[src/rtl/display_pkg.sv]
// rtl/display_pkg.sv - shared constants and helpers for the multiplexed display controller
package display_pkg;
  localparam int         SEG_W       = 7;
  localparam int         PHASES      = 16;
  localparam logic [3:0] DEAD_PHASE  = 4'd0;
  localparam logic       EN_INACTIVE = 1'b1;

  typedef logic [3:0] phase_t;

  // A digit is driven only outside dead time and while the phase is within its on-time.
  function automatic logic phase_lit(input phase_t phase, input logic [3:0] bright);
    return (phase != DEAD_PHASE) && (phase <= bright);
  endfunction
endpackage

[src/rtl/mux_display_ctrl_tick_gen.sv]
// rtl/mux_display_ctrl_tick_gen.sv - free-running prescaler, one tick per 2^PRESCALER_BITS clocks
module tick_gen #(
  parameter int PRESCALER_BITS = 12
) (
  input  logic clk,
  input  logic rst,
  output logic tick
);
  logic [PRESCALER_BITS-1:0] cnt_q;
  logic [PRESCALER_BITS-1:0] cnt_d;

  always_comb begin
    cnt_d = cnt_q + PRESCALER_BITS'(1);
  end

  always_ff @(posedge clk or posedge rst) begin
    if (rst) cnt_q <= '0;
    else     cnt_q <= cnt_d;
  end

  assign tick = &cnt_q;
endmodule

[src/rtl/mux_display_ctrl.sv]
// rtl/mux_display_ctrl.sv - time-multiplexed 7-segment scan controller with PWM brightness
// Optional per-digit blink is compiled in with DISPLAY_BLINK_EN.
module mux_display_ctrl
  import display_pkg::*;
#(
  parameter int N_DIGITS         = 4,
  parameter int PRESCALER_BITS   = 12,
  parameter int BLINK_FRAME_BITS = 6
) (
  input  logic                      clk,
  input  logic                      rst,
  input  logic [SEG_W*N_DIGITS-1:0] digits_in,
  input  logic [N_DIGITS-1:0]       dp_in,
  input  logic [3:0]                brightness,
`ifdef DISPLAY_BLINK_EN
  input  logic [N_DIGITS-1:0]       blink_mask,
`endif
  output logic [N_DIGITS-1:0]       en_disp,
  output logic [7:0]                digit_out,
  output logic                      frame_start
);
  localparam int IDX_W = $clog2(N_DIGITS);

  logic             tick;
  logic             slot_end;
  logic             frame_wrap;
  logic             hide_d;

  phase_t           phase_q, phase_d;
  logic [IDX_W-1:0] idx_q, idx_d;
  logic [SEG_W-1:0] seg_snap_q, seg_snap_d;
  logic             dp_snap_q, dp_snap_d;
  logic [3:0]       bright_q, bright_d;
  logic [N_DIGITS-1:0] en_disp_q, en_disp_d;
  logic             frame_start_q, frame_start_d;

  tick_gen #(.PRESCALER_BITS(PRESCALER_BITS)) u_tick_gen (
    .clk  (clk),
    .rst  (rst),
    .tick (tick)
  );

  // Snapshots load only on the edge into phase 0, so segment data never changes while a digit is lit.
  always_comb begin
    phase_d       = phase_q;
    idx_d         = idx_q;
    seg_snap_d    = seg_snap_q;
    dp_snap_d     = dp_snap_q;
    bright_d      = bright_q;
    slot_end      = tick && (phase_q == phase_t'(PHASES - 1));
    frame_wrap    = slot_end && (idx_q == IDX_W'(N_DIGITS - 1));
    frame_start_d = frame_wrap;
    if (tick) phase_d = phase_q + phase_t'(1);
    if (slot_end) begin
      idx_d      = frame_wrap ? '0 : idx_q + IDX_W'(1);
      seg_snap_d = digits_in[idx_d*SEG_W +: SEG_W];
      dp_snap_d  = dp_in[idx_d];
      bright_d   = brightness;
    end
  end

`ifdef DISPLAY_BLINK_EN
  logic [BLINK_FRAME_BITS-1:0] frame_cnt_q, frame_cnt_d;
  logic                        blink_hidden_q, blink_hidden_d;
  logic                        blink_snap_q, blink_snap_d;

  always_comb begin
    frame_cnt_d    = frame_cnt_q;
    blink_hidden_d = blink_hidden_q;
    blink_snap_d   = blink_snap_q;
    if (frame_wrap) begin
      frame_cnt_d = frame_cnt_q + BLINK_FRAME_BITS'(1);
      if (&frame_cnt_q) blink_hidden_d = ~blink_hidden_q;
    end
    if (slot_end) blink_snap_d = blink_mask[idx_d];
    hide_d = blink_hidden_d && blink_snap_d;
  end

  always_ff @(posedge clk or posedge rst) begin
    if (rst) begin
      frame_cnt_q    <= '0;
      blink_hidden_q <= 1'b0;
      blink_snap_q   <= 1'b0;
    end else begin
      frame_cnt_q    <= frame_cnt_d;
      blink_hidden_q <= blink_hidden_d;
      blink_snap_q   <= blink_snap_d;
    end
  end
`else
  logic unused_cfg;
  assign unused_cfg = (BLINK_FRAME_BITS > 0);
  assign hide_d     = 1'b0;
`endif

  // Enables are computed from next-state phase/index so they line up with phase_q without extra latency.
  always_comb begin
    en_disp_d = {N_DIGITS{EN_INACTIVE}};
    if (phase_lit(phase_d, bright_d) && !hide_d) en_disp_d[idx_d] = ~EN_INACTIVE;
  end

  always_ff @(posedge clk or posedge rst) begin
    if (rst) begin
      phase_q       <= DEAD_PHASE;
      idx_q         <= '0;
      seg_snap_q    <= '0;
      dp_snap_q     <= 1'b0;
      bright_q      <= '0;
      en_disp_q     <= {N_DIGITS{EN_INACTIVE}};
      frame_start_q <= 1'b0;
    end else begin
      phase_q       <= phase_d;
      idx_q         <= idx_d;
      seg_snap_q    <= seg_snap_d;
      dp_snap_q     <= dp_snap_d;
      bright_q      <= bright_d;
      en_disp_q     <= en_disp_d;
      frame_start_q <= frame_start_d;
    end
  end

  assign en_disp     = en_disp_q;
  assign digit_out   = {dp_snap_q, seg_snap_q};
  assign frame_start = frame_start_q;
endmodule

[config.mk]
export PLATFORM = sky130hd
export DESIGN_NAME = mux_display_ctrl
export DESIGN_NICKNAME = d
export VERILOG_FILES = /design/src/rtl/display_pkg.sv /design/src/rtl/mux_display_ctrl_tick_gen.sv /design/src/rtl/mux_display_ctrl.sv
export SDC_FILE = /design/constraint.sdc
export NUM_CORES = 1
export LEC_CHECK = 0
export ABC_CLOCK_PERIOD_IN_PS = 3900
export CORE_UTILIZATION = 47
export DETAILED_ROUTE_END_ITERATION = 10
export PLACE_DENSITY = 0.85
export SLEW_MARGIN = 25
export SYNTH_ARGS = -nofsm -noshare
export SYNTH_HDL_FRONTEND = slang
export SYNTH_HIERARCHICAL = 1
export SYNTH_SLANG_ARGS = --single-unit
export TNS_END_PERCENT = 50
[constraint.sdc]
create_clock -name clk -period 3.9 [get_ports clk]
set_clock_uncertainty 0.15 [all_clocks]
set_input_delay 0.78 -clock clk [delete_from_list [all_inputs] [get_ports clk]]
set_output_delay 0.78 -clock clk [all_outputs]
set_load 0.05 [all_outputs]
**Word level (Yosys, flattened, before mapping)**

Cells that the tools add are included.

- Register bits after elaboration: 35
- Bits of input ports: 38
- Output and inout bits: 13
- Logic and storage cells: 35

- $add $sub $neg: 3
- Multiply operators: 1
- Order comparisons: 4
- Equal/unequal tests: 2
- Shift-type cells: 1
- Multiplexer cells: 9
- Bitwise operators: 1
- Reduce and logical (&&, ||, !) cells: 6

Operator list:

| operator | number |
|---|---|
| $shiftx A28 B6 Y7 | 1 |
| $add A12 B1 Y12 const B | 1 |
| $mux W4 | 3 |
| $reduce_and A12 Y1 | 1 |
| $lt A2 B3 Y1 const B | 2 |
| $mul A2 B3 Y5 const B | 1 |
| $add A4 B1 Y4 const B | 1 |
| $eq A4 B4 Y1 const B | 1 |
| $le A4 B4 Y1 | 1 |
| $logic_and A1 B1 Y1 | 4 |
| $mux W2 | 2 |
| $not A4 Y4 | 1 |
| $reduce_bool A4 Y1 | 1 |
| $add A2 B1 Y2 const B | 1 |
| $bmux W1 S2 | 1 |
| $demux W1 S2 | 1 |
| $eq A2 B2 Y1 const B | 1 |
| $ge A2 B1 Y1 const B | 1 |
| $mux W1 | 2 |

**Depth between registers and ports, before layout**

- Depth in word-level cells: 11
- Mapped depth: 13
- Mapped depth without buffers: 11

**Hierarchy**

Netlist, hierarchy kept.

Modules (own cells, without submodules):

| module | instances | cells an instance | area an instance (um2) |
|---|---|---|---|
| mux_display_ctrl | 1 | 88 | 1207.4 |
| tick_gen | 1 | 43 | 520.5 |

**Worst setup path before layout**

OpenSTA, ideal clock, no wires.

- Kind: register to register
- Start: register u_tick_gen.cnt_q[0]
- End: register en_disp_q[0] (netlist: en_disp[0])
- Library setup time: 98 ps
- Arrival time: 2574 ps
- Setup slack: 1077 ps
- Cell stages (with the launch flop): 14
- Path buffers: 2
- Period minus slack after synthesis: 2823 ps
- Cells stage by stage: dfrtp_1 -> ha_1 -> nand2_1 -> nor3_2 -> and3_1 -> buf_2 -> nand4_2 -> buf_2 -> mux2i_1 -> ha_1 -> nor2b_1 -> o21ai_0 -> a32o_1 -> nand4_1

- Cells in the longest elaborated chain, start to end: 11

RTL lines:

| element | line | text |
|---|---|---|
| start: declaration | mux_display_ctrl_tick_gen.sv:9 | `logic [PRESCALER_BITS-1:0] cnt_q;` |
| start signal: assignment | mux_display_ctrl_tick_gen.sv:18 | `else cnt_q <= cnt_d;` |
| $reduce_and A12 Y1 * | mux_display_ctrl_tick_gen.sv:21 | `assign tick = &cnt_q;` |
| named net tick | mux_display_ctrl.sv:24 | `logic tick;` |
| $logic_and A1 B1 Y1 | mux_display_ctrl.sv:50 | `slot_end = tick && (phase_q == phase_t'(PHASES - 1));` |
| $logic_and A1 B1 Y1 | mux_display_ctrl.sv:51 | `frame_wrap = slot_end && (idx_q == IDX_W'(N_DIGITS - 1));` |
| $mux W2 | mux_display_ctrl.sv:55 | `idx_d = frame_wrap ? '0 : idx_q + IDX_W'(1);` |
| $mux W2 | mux_display_ctrl.sv:54 | `if (slot_end) begin` |
| $lt A2 B3 Y1 (implied by the code) or $ge A2 B1 Y1 (tied branches) | mux_display_ctrl.sv:99 | `if (phase_lit(phase_d, bright_d) && !hide_d) en_disp_d[idx_d] = ~EN_INACTIVE;` |
| $logic_and A1 B1 Y1 (implied by the code) | mux_display_ctrl.sv:99 |  |
| $mux W1 (implied by the code) | mux_display_ctrl.sv:99 |  |
| $demux W1 S2 | mux_display_ctrl.sv:99 |  |
| $not A4 Y4 (no line) | n/a |  |
| $mux W4 * | mux_display_ctrl.sv:99 |  |
| named net en_disp_d[0] | mux_display_ctrl.sv:34 | `logic [N_DIGITS-1:0] en_disp_q, en_disp_d;` |
| end signal: assignment | mux_display_ctrl.sv:109 | `en_disp_q <= {N_DIGITS{EN_INACTIVE}};` |
| end signal: assignment | mux_display_ctrl.sv:117 | `en_disp_q <= en_disp_d;` |
| end: declaration | mux_display_ctrl.sv:34 |  |

The timed path passes the listed nets; every way through them passes the cells marked *.
A chain may end at the register's enable or synchronous reset.

**Worst setup path in the final report**

- Start: register u_tick_gen.cnt_q[0]
- End: register en_disp_q[1] (netlist: en_disp[1])

The elaborated chain is that of the path after synthesis.

==> results.md <==
- Drt wl/cell: 15.2 um
- Pin count of the biggest net entering global routing: 24
- Synth top area share: 0.449
- Avg Inst Size Synth: 13.2 um^2
- DR pass1 iterations: 4
- Commonest non-fill, non-tap cells in the layout: 50 x clkdlybuf4s50_1, 31 x dfrtp_1, 9 x xor2_1
- Synth cell types: 31
- Post-route setup TNS: 0 ps
- Initial antenna violation count: 0
- Post-synth EDFFs: 0
- Post-DP HPWL: 2680 um
- PD cells: 279 nW/um^2
- Design area: 2310 um^2
- Core Region: 3420 um^2
- Worst vdd ir: 203 uV
- CTS H-tree lvls: 2
- Setup violations, final: 0
- Sink Count: 35
- Crit start category: flop
- Postcts setup bufs: 0
- DRT iter0 DRCs: 23
- Sw frac: 0.237
- Clock period minus worst slack: 3380 ps
- Max FO, Critical Path: 16
- Synth Register Bits: 35
- Fin worst setup slack: 515 ps
- Area growth syn-to-layout: 33.7%
- CTS root buf: clkbuf_4
- Total number of vias: 1245
- Yosys top cell by area: dfrtp_1
- Status: complete, no violations
- Comb power frac: 0.134
- Tcrit/Tclk final: 0.868
- Filler cells: 266
- Net Sw Power: 0.153 mW
- Routed WL: 3500 um
- CP Class: flop to flop
- Final hold violations: 0
- Lkg Pwr: 1.05 nW
- Sequential share of power: 0.578
- Quantity of hold-fixing buffers added after cts: 0
- Layout Cells excl Fill: 230
- GP Congestion: 0.750
- Via density per instance: 5.41
- Clk pin slew, worst setup/hold paths: 100 ps
- FP Rows: 21
- GR peak layer: met2
- Max Slew Vio Count: 0
- Slew @ Worst Pin: 858 ps
- # DRC: 0
- Initial core utilization: 0.506
- Max Cap Viol: 0
- Mapped Area: 1730 um^2
- Placed Instance Area: 2260 um^2
- CP endpoint kind: flop
- Die height: 62.6 um
- TritonCTS buffer count: 5
- GR Util met2: 0.338
- First-pass GRT wire length: 5960 um
- Fin Hold WS: 318 ps
- Ys async rst share: 1.00
- Input/output buffers: 50
- Fmax: 295 MHz
- Worst skew pair latency: 340 ps
- Clk pwr share: 0.289
- Met1 Resource Use GR: 0.238
- Post-synthesis cell count: 131
- Area contributors post-synth: dfrtp_1 45%, mux4_2 10%, dfstp_2 6.1%
- GRT overflow: 0
- Worst slew margin: 0.427
- Worst min-delay path class: flop to flop
- Unrepaired setup endpoints after global routing: false
- Yosys warns: 6
- Dpl cells: 222
- Die X: 62.6 um
- Most common cell after layout, fill and taps aside: clkdlybuf4s50_1
- Synthesized net count: 176
- Vias in the first global route: 1253
- Worst EP required: 3990 ps
- CTS resizes: 0
- Main synth FF type: dfrtp_1
- GR Util met3: 0.0584
- Die area: 3920 um^2
- Gr usage total: 0.201
- Internal Dissipation: 0.491 mW
- Worst EP arrival: 3470 ps
- Final nets: 228
- Register area share after synthesis: 0.510
- ANT nets after route: 0
- Longest Clk Path Bufs: 2
- TritonCTS clock tree: done
- Share of post-route cells with drive strength above 1: 0.190
- Io pins: 51
- Post-Place Setup Slack: 509 ps
- Antenna cells: 0
path summary, 6_finish.rpt:
path,start,endpoint,slack (ps),cells past startpoint
max,u_tick_gen/cnt_q[0]$_DFF_PP0_,en_disp[1]$_DFF_PP1_,520,11
min,u_tick_gen/cnt_q[11]$_DFF_PP0_,u_tick_gen/cnt_q[11]$_DFF_PP0_,320,1
max reg2reg,u_tick_gen/cnt_q[0]$_DFF_PP0_,en_disp[1]$_DFF_PP1_,520,11
min reg2reg,u_tick_gen/cnt_q[11]$_DFF_PP0_,u_tick_gen/cnt_q[11]$_DFF_PP0_,320,1
max in group asynchronous,rst,seg_snap_q[1]$_DFFE_PP0N_,2270,2
min in group asynchronous,rst,u_tick_gen/cnt_q[10]$_DFF_PP0_,610,2
state kept, by name, summed over array words and instances, names as in the netlist:
name / cells
u_tick_gen/cnt_q: 12
seg_snap_q: 7
bright_q: 4
en_disp: 4
phase_q: 4
idx_q: 2
dp_snap_q: 1
frame_start: 1
power by group through the flow:
stage | logic (mW) | clock network [mW] | registers (mW)
final | 0.0862 | 0.186 | 0.372
after global routing | 0.0920 | 0.210 | 0.372
after CTS | 0.0873 | 0.192 | 0.372
after detailed placement | 0.0868 | 0 | 0.379
after global placement | 0.0846 | 0 | 0.378
after floorplan | 0.0239 | 0 | 0.392
logic make-up after synthesis:
family / after synthesis / synth area share
compound gates: 5 / 0.0188
xor+xnor: 14 / 0.0710
mux: 22 / 0.193
fa+ha+maj: 7 / 0.0507
flops: 35 / 0.510
buf+inv: 15 / 0.0369
simple gates: 33 / 0.120
synthesized netlist by cell type, types with 2 or more instances:
cell type,instances
nor2_1,5
nand4_1,7
nand3_1,3
a21oi_1,2
nand2_1,5
nand4_2,2
nor3_2,3
mux2_2,8
mux2i_1,4
mux2_1,2
nor3_1,2
inv_2,2
inv_1,8
dfstp_2,4
xnor2_1,5
mux4_2,8
buf_2,3
xor2_1,9
ha_1,7
dfrtp_1,31
metrics by stage:
| step | power [mW] | util |
|---|---|---|
| final | 0.644 | 0.676 |
| after global routing | 0.674 | 0.676 |
| after CTS | 0.652 | 0.676 |
| after detailed placement | 0.466 | 0.662 |
| after global placement | 0.463 | 0.662 |
| after floorplan | 0.415 | - |
layer usage:
metal | share of wire | vias up
met1 | 0.42 | 619
li1 | - | 579
met2 | 0.51 | 38
met4 | 0.023 | 0
met5 | 0 | -
met3 | 0.056 | 9
critical path, stage by stage (launching register included):
cell and delay [ps]:
dfrtp_1 400, ha_1 240, nand2_1 100, nor3_2 200, and3_1 370, nand4_2 520
mux2i_1 390, ha_1 290, nor2b_1 140, o21ai_0 150, a32o_1 230, nand4_1 120
area by class of cell:
type                            count  area (um^2)  area share
Tap cell                           46         57.6      0.0249
Timing Repair Buffer               50          500       0.217
Inverter                           10         37.5      0.0163
Sequential cell                    35          881       0.381
Multi-Input combinational cell     81          783       0.339
Clock buffer                        7         45.0      0.0195
Clock inverter                      1         5.00     0.00217
Power figures use the tool's default switching activity.
